### src/rtl/alu_issue_seq_if.sv
// Interface bundle for alu_issue_seq: instruction byte stream, alu drive/result
// lines and the req/ack memory port. The sequencer uses modport master; the
// environment (alu, memory, instruction source) uses modport slave.
interface alu_issue_seq_if;
   // Instruction byte stream
   logic       instrValid;
   logic [7:0] instrData;
   logic       instrReady;
   // Combinational alu
   logic [1:0] aluOpcode;
   logic [3:0] aluAddrs;
   logic [7:0] aluDIn0;
   logic [7:0] aluDIn1;
   logic [7:0] aluDOut;
   logic       aluCarry;
   logic       aluBorrow;
   logic       aluCarryEnable;
   logic       aluBcf;
   logic       aluMemWrite;
   logic       aluMemRead;
   logic       aluToggleOut;
   // Memory port
   logic       memReq;
   logic       memWe;
   logic [3:0] memAddr;
   logic [7:0] memWData;
   logic [7:0] memRData;
   logic       memAck;

   modport master (
      input  instrValid, instrData,
      output instrReady,
      output aluOpcode, aluAddrs, aluDIn0, aluDIn1,
      input  aluDOut, aluCarry, aluBorrow, aluCarryEnable, aluBcf,
      input  aluMemWrite, aluMemRead, aluToggleOut,
      output memReq, memWe, memAddr, memWData,
      input  memRData, memAck
   );

   modport slave (
      output instrValid, instrData,
      input  instrReady,
      input  aluOpcode, aluAddrs, aluDIn0, aluDIn1,
      output aluDOut, aluCarry, aluBorrow, aluCarryEnable, aluBcf,
      output aluMemWrite, aluMemRead, aluToggleOut,
      input  memReq, memWe, memAddr, memWData,
      output memRData, memAck
   );
endinterface

### src/rtl/alu_issue_seq.sv
// alu_issue_seq: fetches 2-byte instructions, drives the combinational alu in a
// single EXEC cycle, writes results back into a 4-entry register file, services
// alu memory requests with a timeout, and implements bcf skip of the next
// instruction. Optional retire counter enabled by defining ALU_SEQ_PERF_EN.
module alu_issue_seq #(
   parameter int unsigned MEM_TIMEOUT = 15
`ifdef ALU_SEQ_PERF_EN
   ,
   parameter int unsigned CNT_W = 8
`endif
) (
   input  logic clk,
   input  logic rst_n,
   alu_issue_seq_if.master bus,
   output logic toggleQ,
   output logic carryFlag,
   output logic errSticky,
   output logic busy
`ifdef ALU_SEQ_PERF_EN
   ,
   output logic [CNT_W-1:0] retireCnt
`endif
);

   localparam int unsigned NREGS = 4;
   localparam logic [7:0] TimeoutLast = 8'(MEM_TIMEOUT - 1);

   typedef enum logic [1:0] {StFetch0, StFetch1, StExec, StMem} state_e;

   state_e     stateQ, stateD;
   logic [1:0] opcodeQ, opcodeD;
   logic [3:0] addrsQ, addrsD;
   logic [1:0] rselQ, rselD;
   logic [7:0] immQ, immD;
   logic [7:0] regQ [NREGS];
   logic       carryQ, carryD;
   logic       toggleD;
   logic       skipQ, skipD;
   logic       errQ, errD;
   logic       memWeQ, memWeD;
   logic [7:0] waitQ, waitD;
   logic       regWe;
   logic [7:0] regWData;
   logic       memAccess;
   logic       aluActive;

   assign memAccess = bus.aluMemWrite | bus.aluMemRead;
   assign aluActive = (stateQ == StExec) || (stateQ == StMem);

   // State, instruction fields, flags and register file
   always_ff @(posedge clk or negedge rst_n) begin
      if (!rst_n) begin
         stateQ  <= StFetch0;
         opcodeQ <= '0;
         addrsQ  <= '0;
         rselQ   <= '0;
         immQ    <= '0;
         carryQ  <= 1'b0;
         toggleQ <= 1'b0;
         skipQ   <= 1'b0;
         errQ    <= 1'b0;
         memWeQ  <= 1'b0;
         waitQ   <= '0;
         for (int i = 0; i < NREGS; i++) regQ[i] <= '0;
      end else begin
         stateQ  <= stateD;
         opcodeQ <= opcodeD;
         addrsQ  <= addrsD;
         rselQ   <= rselD;
         immQ    <= immD;
         carryQ  <= carryD;
         toggleQ <= toggleD;
         skipQ   <= skipD;
         errQ    <= errD;
         memWeQ  <= memWeD;
         waitQ   <= waitD;
         if (regWe) regQ[rselQ] <= regWData;
      end
   end

   // Next-state, writeback select and handshake
   always_comb begin
      stateD     = stateQ;
      opcodeD    = opcodeQ;
      addrsD     = addrsQ;
      rselD      = rselQ;
      immD       = immQ;
      carryD     = carryQ;
      toggleD    = toggleQ;
      skipD      = skipQ;
      errD       = errQ;
      memWeD     = memWeQ;
      waitD      = waitQ;
      regWe      = 1'b0;
      regWData   = bus.aluDOut;
      bus.instrReady = 1'b0;
      case (stateQ)
         StFetch0: begin
            bus.instrReady = 1'b1;
            if (bus.instrValid) begin
               opcodeD = bus.instrData[7:6];
               addrsD  = bus.instrData[5:2];
               rselD   = bus.instrData[1:0];
               stateD  = StFetch1;
            end
         end
         StFetch1: begin
            bus.instrReady = 1'b1;
            if (bus.instrValid) begin
               immD = bus.instrData;
               // A pending skip swallows this instruction without touching the alu
               if (skipQ) begin
                  skipD  = 1'b0;
                  stateD = StFetch0;
               end else begin
                  stateD = StExec;
               end
            end
         end
         StExec: begin
            stateD = StFetch0;
            waitD  = '0;
            if (memAccess) begin
               stateD = StMem;
               memWeD = bus.aluMemWrite;
            end else if (bus.aluCarryEnable) begin
               carryD = (opcodeQ == 2'b00) ? bus.aluCarry : bus.aluBorrow;
            end
            if (bus.aluToggleOut) toggleD = ~toggleQ;
            // Skip decision uses the flag as it was before this instruction
            if (bus.aluBcf) skipD = carryQ;
            if (!(memAccess || bus.aluBcf || bus.aluToggleOut)) regWe = 1'b1;
         end
         StMem: begin
            // Ack takes priority over a timeout landing in the same cycle
            if (bus.memAck) begin
               if (!memWeQ) begin
                  regWe    = 1'b1;
                  regWData = bus.memRData;
               end
               stateD = StFetch0;
            end else if (waitQ == TimeoutLast) begin
               errD   = 1'b1;
               stateD = StFetch0;
            end else begin
               waitD = waitQ + 8'd1;
            end
         end
         default: stateD = StFetch0;
      endcase
   end

   // Alu and memory drive: operands only while an instruction is in flight
   always_comb begin
      bus.aluOpcode = opcodeQ;
      bus.aluAddrs  = addrsQ;
      bus.aluDIn0   = aluActive ? regQ[rselQ] : 8'h00;
      bus.aluDIn1   = aluActive ? immQ : 8'h00;
      bus.memReq    = (stateQ == StMem);
      bus.memWe     = memWeQ;
      bus.memAddr   = addrsQ;
      bus.memWData  = regQ[rselQ];
   end

   assign carryFlag = carryQ;
   assign errSticky = errQ;
   assign busy      = (stateQ != StFetch0);

`ifdef ALU_SEQ_PERF_EN
   logic [CNT_W-1:0] cntQ;

   // Retired-instruction counter; skipped instructions never reach EXEC
   always_ff @(posedge clk or negedge rst_n) begin
      if (!rst_n) cntQ <= '0;
      else if (stateQ == StExec) cntQ <= cntQ + 1'b1;
   end

   assign retireCnt = cntQ;
`endif

endmodule

### src/flat_wrapper.sv
// flat-port wrapper written by rule: the top's interface ports become plain ports
module alu_issue_seq_flat 
#(
   parameter int unsigned MEM_TIMEOUT = 15

)
  (clk, rst_n, toggleQ, carryFlag, errSticky, busy, bus_instrValid, bus_instrData, bus_instrReady, bus_aluOpcode, bus_aluAddrs, bus_aluDIn0, bus_aluDIn1, bus_aluDOut, bus_aluCarry, bus_aluBorrow, bus_aluCarryEnable, bus_aluBcf, bus_aluMemWrite, bus_aluMemRead, bus_aluToggleOut, bus_memReq, bus_memWe, bus_memAddr, bus_memWData, bus_memRData, bus_memAck);
  alu_issue_seq_if bus_i ();
  input  logic clk;
  input  logic rst_n;
  output logic toggleQ;
  output logic carryFlag;
  output logic errSticky;
  output logic busy;
  input wire logic [$bits(bus_i.instrValid)-1:0] bus_instrValid;
  input wire logic [$bits(bus_i.instrData)-1:0] bus_instrData;
  output wire logic [$bits(bus_i.instrReady)-1:0] bus_instrReady;
  output wire logic [$bits(bus_i.aluOpcode)-1:0] bus_aluOpcode;
  output wire logic [$bits(bus_i.aluAddrs)-1:0] bus_aluAddrs;
  output wire logic [$bits(bus_i.aluDIn0)-1:0] bus_aluDIn0;
  output wire logic [$bits(bus_i.aluDIn1)-1:0] bus_aluDIn1;
  input wire logic [$bits(bus_i.aluDOut)-1:0] bus_aluDOut;
  input wire logic [$bits(bus_i.aluCarry)-1:0] bus_aluCarry;
  input wire logic [$bits(bus_i.aluBorrow)-1:0] bus_aluBorrow;
  input wire logic [$bits(bus_i.aluCarryEnable)-1:0] bus_aluCarryEnable;
  input wire logic [$bits(bus_i.aluBcf)-1:0] bus_aluBcf;
  input wire logic [$bits(bus_i.aluMemWrite)-1:0] bus_aluMemWrite;
  input wire logic [$bits(bus_i.aluMemRead)-1:0] bus_aluMemRead;
  input wire logic [$bits(bus_i.aluToggleOut)-1:0] bus_aluToggleOut;
  output wire logic [$bits(bus_i.memReq)-1:0] bus_memReq;
  output wire logic [$bits(bus_i.memWe)-1:0] bus_memWe;
  output wire logic [$bits(bus_i.memAddr)-1:0] bus_memAddr;
  output wire logic [$bits(bus_i.memWData)-1:0] bus_memWData;
  input wire logic [$bits(bus_i.memRData)-1:0] bus_memRData;
  input wire logic [$bits(bus_i.memAck)-1:0] bus_memAck;
  assign bus_i.instrValid = bus_instrValid;
  assign bus_i.instrData = bus_instrData;
  assign bus_instrReady = bus_i.instrReady;
  assign bus_aluOpcode = bus_i.aluOpcode;
  assign bus_aluAddrs = bus_i.aluAddrs;
  assign bus_aluDIn0 = bus_i.aluDIn0;
  assign bus_aluDIn1 = bus_i.aluDIn1;
  assign bus_i.aluDOut = bus_aluDOut;
  assign bus_i.aluCarry = bus_aluCarry;
  assign bus_i.aluBorrow = bus_aluBorrow;
  assign bus_i.aluCarryEnable = bus_aluCarryEnable;
  assign bus_i.aluBcf = bus_aluBcf;
  assign bus_i.aluMemWrite = bus_aluMemWrite;
  assign bus_i.aluMemRead = bus_aluMemRead;
  assign bus_i.aluToggleOut = bus_aluToggleOut;
  assign bus_memReq = bus_i.memReq;
  assign bus_memWe = bus_i.memWe;
  assign bus_memAddr = bus_i.memAddr;
  assign bus_memWData = bus_i.memWData;
  assign bus_i.memRData = bus_memRData;
  assign bus_i.memAck = bus_memAck;
  alu_issue_seq #(.MEM_TIMEOUT(MEM_TIMEOUT)) u_core (.clk(clk), .rst_n(rst_n), .bus(bus_i), .toggleQ(toggleQ), .carryFlag(carryFlag), .errSticky(errSticky), .busy(busy));
endmodule
### config.mk
export PLATFORM = sky130hd
export DESIGN_NAME = alu_issue_seq_flat
export DESIGN_NICKNAME = d
export VERILOG_FILES = /design/src/rtl/alu_issue_seq_if.sv /design/src/rtl/alu_issue_seq.sv /design/src/flat_wrapper.sv
export SDC_FILE = /design/constraint.sdc
export NUM_CORES = 1
export LEC_CHECK = 0
export BUFFER_PORTS_ARGS = -buffer_cell sky130_fd_sc_hd__buf_2
export CAP_MARGIN = 15
export CORE_MARGIN = 2
export CORE_UTILIZATION = 47
export CTS_BUF_LIST = sky130_fd_sc_hd__clkbuf_2
export CTS_CLUSTER_DIAMETER = 100
export DETAILED_ROUTE_END_ITERATION = 8
export MAX_ROUTING_LAYER = met4
export PLACE_DENSITY = 0.85
export SLEW_MARGIN = 0
export SYNTH_ARGS = -nofsm -noshare
export SYNTH_HDL_FRONTEND = slang
export SYNTH_SLANG_ARGS = --single-unit
export TNS_END_PERCENT = 20
### constraint.sdc
create_clock -name clk -period 2.15 [get_ports clk]
set_input_delay 0.645 -clock clk [delete_from_list [all_inputs] [get_ports clk]]
set_output_delay 0.645 -clock clk [all_outputs]
set_load 0.005 [all_outputs]
* Word-level counts from Yosys, hierarchy flattened
Cells that the tools add are included.
Cells by class: add/subtract/negate cells 1, order comparisons 2, equality and inequality tests 10, multiplexer cells 30, bitwise operators 5, reductions and logical operators 19
Operator list (count):
- 8-bit 2-to-1 mux | 10
- 32-bit bitwise mux | 1
- 8-bit binary-select mux with 2-bit select | 1
- 8-bit demux with 2-bit select | 1
- 8-bit case mux with 2 select lines | 1
- 3-bit AND reduction | 5
- 2-bit 2-to-1 mux | 6
- 2-bit inequality test, second input constant | 5
- 8-bit by 1-bit adder with 8-bit output, second input constant | 1
- 8-bit by 4-bit == test with 1-bit output, second input constant | 1
- 2-bit case mux with 4 select lines | 1
- 2-bit AND reduction | 4
- 1-bit 2-to-1 mux | 7
- 2-bit nonzero test | 3
- 2-bit == test, second input constant | 2
- 2-bit zero test | 2
- 1-bit case mux with 2 select lines | 2
- 3-bit >= comparator, second input constant | 1
- 1-bit logical OR | 3
- 3-bit by 1-bit < comparator with 1-bit output, second input constant | 1
- 3-bit by 1-bit inequality test with 1-bit output, second input constant | 1
- 1-bit inverter | 3
- 2-bit inverter with 3-bit output | 1
- 2-bit by 1-bit == test with 1-bit output, second input constant | 1
- other kinds (3) | 3
Storage, ports and cells: flip-flop bits (word level) 63, bits of input ports 35, output and inout port bits 41, word-level logic and storage cells 82

* Longest topological paths before layout
depth after elaboration 6, gate-level depth with buffers 6, depth with buffers taken out 6

* Worst setup path after synthesis
OpenSTA, ideal clock, no wires.
path type input port to flip-flop, start input port bus_aluMemRead, end register u_core.regQ[24] in the netlist's numbering, setup time 125 ps, arrival 2240 ps, data required time 2025 ps, setup slack -215 ps, stages on the path 5, buffers on the path 1, path through or4b_4 > o31a_4 > or3_1 > buf_6 > mux2_4
Between the ends: longest elaborated chain between the ends 5
RTL lines:
- start: declaration | line flat_wrapper.sv:28 | input wire logic [$bits(bus_i.aluMemRead)-1:0] bus_aluMemRead;
- 1-bit bitwise OR | line alu_issue_seq.sv:47 | assign memAccess = bus.aluMemWrite | bus.aluMemRead;
- 1-bit logical OR (2 in series) | line alu_issue_seq.sv:132 | if (!(memAccess || bus.aluBcf || bus.aluToggleOut)) regWe = 1'b1;
- 1-bit 2-to-1 mux | line alu_issue_seq.sv:132
- 1-bit case mux with 2 select lines | line alu_issue_seq.sv:97 | case (stateQ)
- end signal: indexed assignment | line alu_issue_seq.sv:77 | if (regWe) regQ[rselQ] <= regWData;
- end: declaration | line alu_issue_seq.sv:35 | logic [7:0] regQ [NREGS];
No other way between the ends. A chain may end at the register's enable or synchronous reset.

* Worst setup path in the final report
start register u_core.rselQ[0], end output port bus_aluDIn0[4]
Between the ends: longest elaborated chain between the ends 5
RTL lines:
- start: declaration | line alu_issue_seq.sv:33 | logic [1:0] rselQ, rselD;
- start signal: assignment | line alu_issue_seq.sv:69 | rselQ <= rselD;
- 2-bit inverter with 3-bit output (not written as such) | line alu_issue_seq.sv:157 | bus.aluDIn0 = aluActive ? regQ[rselQ] : 8'h00;
- 8-bit binary-select mux with 2-bit select | line alu_issue_seq.sv:157
- 8-bit 2-to-1 mux (not written as such) (2 in series) | line alu_issue_seq.sv:157
- 8-bit 2-to-1 mux | line alu_issue_seq.sv:157
- end: declaration | line flat_wrapper.sv:20 | output wire logic [$bits(bus_i.aluDIn0)-1:0] bus_aluDIn0;
No other way between the ends. The select of a mux whose other input is x is not followed.

==> results.txt <==
The logs give 369 for the net count of the finished layout and 0 for the number of nets still failing antenna checks after routing. The run gives 3 as the number of levels the H-tree was split into. The top cell family by delay on the critical path is multiplexers.

The internal power of the cells totals 3305 uW. For the worst setup path, the data required time is 1.50 ns. After clock tree synthesis, the clock-pin slew on the worst setup and hold paths is 0.18 ns. The tools report the wire length of the first global-routing pass as 10.98 mm. Kind of start point of the critical path: a flop. The area of placed instances is 3710 sq um. The flow ran to the end, but the final reports show violations. Counting flops and latches in the post-synthesis netlist gives 63.

The proportion of power drawn by the clock network came out at 11.0%. The critical path class is reg2out. In the routed layout, each cell is associated on average with a via count of 5.411. VDD sags by at most 543.2 uV.

The final reports fail on negative setup slack. Combinational logic burns 46.7% of the power. In the finished design, the share of the clock period the worst path needs comes to 116.3%. The I/O pin count is 76, and the count of filler cells inserted in the layout is 540. The worst-path cell with the longest stage delay is sky130_fd_sc_hd__mux4_2. The switching fraction of total power is 34.77%, and the fraction of power consumed by sequential logic is 42.3%. The number of buffers and inverters on the critical path is 2, and the routed wire length per instance is 16.17 um.

Post-synthesis cell area: 3154 sq um. The synthesized area divided by synthesized cell count is 13.25 sq um. The number of pins exceeding their max-slew limit in the final report came out at 0.

The signal on the critical path passes through buf_12, mux4_2, and2_1, buf_2. The leading area contributor after synthesis was sky130_fd_sc_hd__dfrtp_1. Worst hold path class: in2async.

The die span in x came out at 85.92 um. The worst-case setup margin in the final layout was -0.3499 ns. The endpoint class of the critical path was an output port. Synthesis produced a netlist with a net count of 275.

Summed over all failing endpoints, the final setup total negative slack is -4.705 ns. CTS placed an instance of sky130_fd_sc_hd__clkbuf_2 at the clock tree root. Ranked by total cell area, the synthesized netlist is headed by sky130_fd_sc_hd__dfrtp_1 50%, sky130_fd_sc_hd__mux2_2 17%, sky130_fd_sc_hd__mux4_2 5.7%, sky130_fd_sc_hd__mux2_4 3.8%, sky130_fd_sc_hd__and2_1 3.4%. The shortest period the worst path allows was 2.500 ns. In the final layout, the share of cells above drive strength 1 is 56.08%. 0 antenna diodes ended up in the layout.

The total routed wirelength is 6.694 mm, and the placed wire-length estimate is 4.606 mm. The layout overhead on the synthesized area works out to 23.84%. The final-report hold violation count came out at 0. In this run, distinct cell masters in the synthesized netlist total 42. In the routed design, unresolved DRC markers number 0. The minimum hold slack was 0.1322 ns; the sequential share of the synthesized area was 49.98%. After global routing the overflow that remains totals 0.

The share of flip-flops with an asynchronous set or reset came out at 100.0%. Global routing consumed, over all layers together, 19.93% of the routing resources. At the end of routability-driven placement, the weighted congestion stood at 0.8234. For this run, the slowest stage of the critical path takes 0.52 ns.

Yosys mapped a number of flops with a built-in enable equal to 0. Entering global routing, the biggest net connects 64 pins. In this run the deepest clock path goes through 2 buffers. On the final layout, the worst clock skew is 0.01458 ns. The upper clock frequency limit is 0.4000 GHz, and the die boundary height is 85.92 um.

Setup repair after global routing could not meet its margin everywhere. The total via count in the routed design is 2,240. After routing the design area is 3906 sq um. The logs give 63 for the clock sink count and 60.82% for the final core utilization. Setup violations remaining at the end of the flow were counted as 16. STA puts the critical path data arrival time at 1.85 ns.

The tools report the violation count after the first detailed-route iteration as 118. The cell count after synthesis came out at 238. The most common cell after layout, fill and taps aside was sky130_fd_sc_hd__buf_2. The run gives 2,296 as the number of global-route vias before repair. Placeable core area: 6422 sq um. The insertion delay to the later sink of the worst-skew pair was 0.48 ns.

The power per standard cell area was 1297 nW/um^2; the worst slew margin relative to its limit was 62.53%. Number of synthesis warnings: 0. At the pin with the least slew margin, the transition time is 0.5542 ns. In this run, CTS created clock tree buffers numbering 9. In this run the power spent charging and discharging nets is 1761 uW.

For this design the static power due to leakage is 0.001938 uW. The library cells used most frequently in the layout, excluding fill and tap cells, are 73 x sky130_fd_sc_hd__buf_2, 61 x sky130_fd_sc_hd__dfrtp_1, 48 x sky130_fd_sc_hd__mux2_2, 15 x sky130_fd_sc_hd__and2_1, 14 x sky130_fd_sc_hd__buf_4. The first detailed-routing pass ran for 4 iterations.

The die covers 7382 sq um. The quantity of I/O buffers inserted on ports works out to 75. The number of placement rows came out at 29. The top cell type by area accounts for 49.98% of the synthesized area. TritonCTS built the clock tree. The number of buffers inserted for hold repair after clock tree synthesis is 0. For this configuration, the core starts out at a cell density of 49.11%. For the number of antenna violations at the first check in global routing, the log shows 0.

The commonest register cell after synthesis is sky130_fd_sc_hd__dfrtp_1. The peak fanout along the critical path was 6; the max capacitance violation total was 0.
-- what timing repair did --
item	4_1_cts	5_1_grt
resized for setup	6	10
pin swaps	2	6
cloned	0	1
buffers inserted	2	3
setup endpoints to repair	20	32
-- worst register-to-register path: cells and delay by family (launching register included) --
family	cells	cell delay (ns)
flip-flops	1	0.43
AO/OA/AOI/OAI	1	0.34
buffers and inverters	1	0.15
AND/OR/NAND/NOR	2	0.84
multiplexers	1	0.30
-- kinds of logic after synthesis --
kind of cell	after synthesis	synth area share, %
compound gates	22	5.474
buf+inv	20	3.451
fa+ha+maj	2	0.7932
mux	68	27.93
xor+xnor	2	0.5554
simple gates	61	11.82
flops	63	49.98
-- power by group through the flow --
stage	sequential, uW	combinational, uW	clock (uW)
global placement	2110	2110	0
finish	2140	2360	560
floorplan	2040	1520	0
global route	2230	2580	639
detailed placement	2140	2190	0
CTS	2130	2270	581
-- path summary, 6_finish.rpt --
kind	from	to	slack, ns	cells after the start
max	u_core.rselQ[0]	bus_aluDIn0[4]	-0.35	4
min	rst_n	u_core.waitQ[0]	0.13	2
max reg2reg	u_core.stateQ[1]	u_core.regQ[29]	0.02	5
min reg2reg	u_core.toggleQ	u_core.toggleQ	0.48	1
max in group asynchronous	rst_n	u_core.rselQ[0]	1.71	2
min in group clk	bus_aluBcf	u_core.skipQ	0.40	2
-- stage by stage --
stage | setup WS, ns | std cells | power [uW]
final | -0.3499 | 414 | 5066
after global routing | -0.4250 | 414 | 5450
after CTS | -0.3869 | 410 | 4978
after detailed placement | -0.4176 | 392 | 4333
after global placement | -0.3840 | 392 | 4223
after floorplan | -0.2151 | 238 | 3554
-- registers in the layout, indices dropped and copies added (netlist names) --
signal                cells
u_core.toggleQ            1
u_core.bus.aluAddrs       4
u_core.immQ               8
u_core.bus.memWe          1
u_core.stateQ             2
u_core.skipQ              1
u_core.waitQ              8
u_core.carryFlag          1
u_core.bus.aluOpcode      2
u_core.errSticky          1
u_core.rselQ              2
u_core.regQ              32
-- layer usage --
layer	global-route usage, %	share of wire, %
met5	-	0
met3	3.754	4.7
met4	8.658	1.6
met1	25.35	44
met2	31.22	50
-- layout make-up --
| type | instances | area, sq um | area share, % |
|---|---|---|---|
| Timing Repair Buffer | 97 | 640.6 | 16.40 |
| Clock inverter | 6 | 27.53 | 0.7047 |
| Sequential cell | 63 | 1579 | 40.42 |
| Tap cell | 77 | 96.34 | 2.466 |
| Multi-Input combinational cell | 155 | 1486 | 38.05 |
| Clock buffer | 10 | 50.05 | 1.281 |
| Inverter | 6 | 26.28 | 0.6726 |
-- cell usage after synthesis (3+ instances only) --
cell type / n
sky130_fd_sc_hd__a21oi_1: 5
sky130_fd_sc_hd__and2_1: 17
sky130_fd_sc_hd__buf_4: 5
sky130_fd_sc_hd__clkbuf_1: 6
sky130_fd_sc_hd__dfrtp_1: 63
sky130_fd_sc_hd__inv_1: 6
sky130_fd_sc_hd__mux2_2: 48
sky130_fd_sc_hd__mux2_4: 8
sky130_fd_sc_hd__mux2i_1: 4
sky130_fd_sc_hd__mux4_2: 8
sky130_fd_sc_hd__nand2_1: 13
sky130_fd_sc_hd__nand3_1: 5
sky130_fd_sc_hd__nand4b_1: 3
sky130_fd_sc_hd__nor2_1: 9
sky130_fd_sc_hd__o21ai_0: 3
Note: power is estimated with default switching activity, not from simulation.
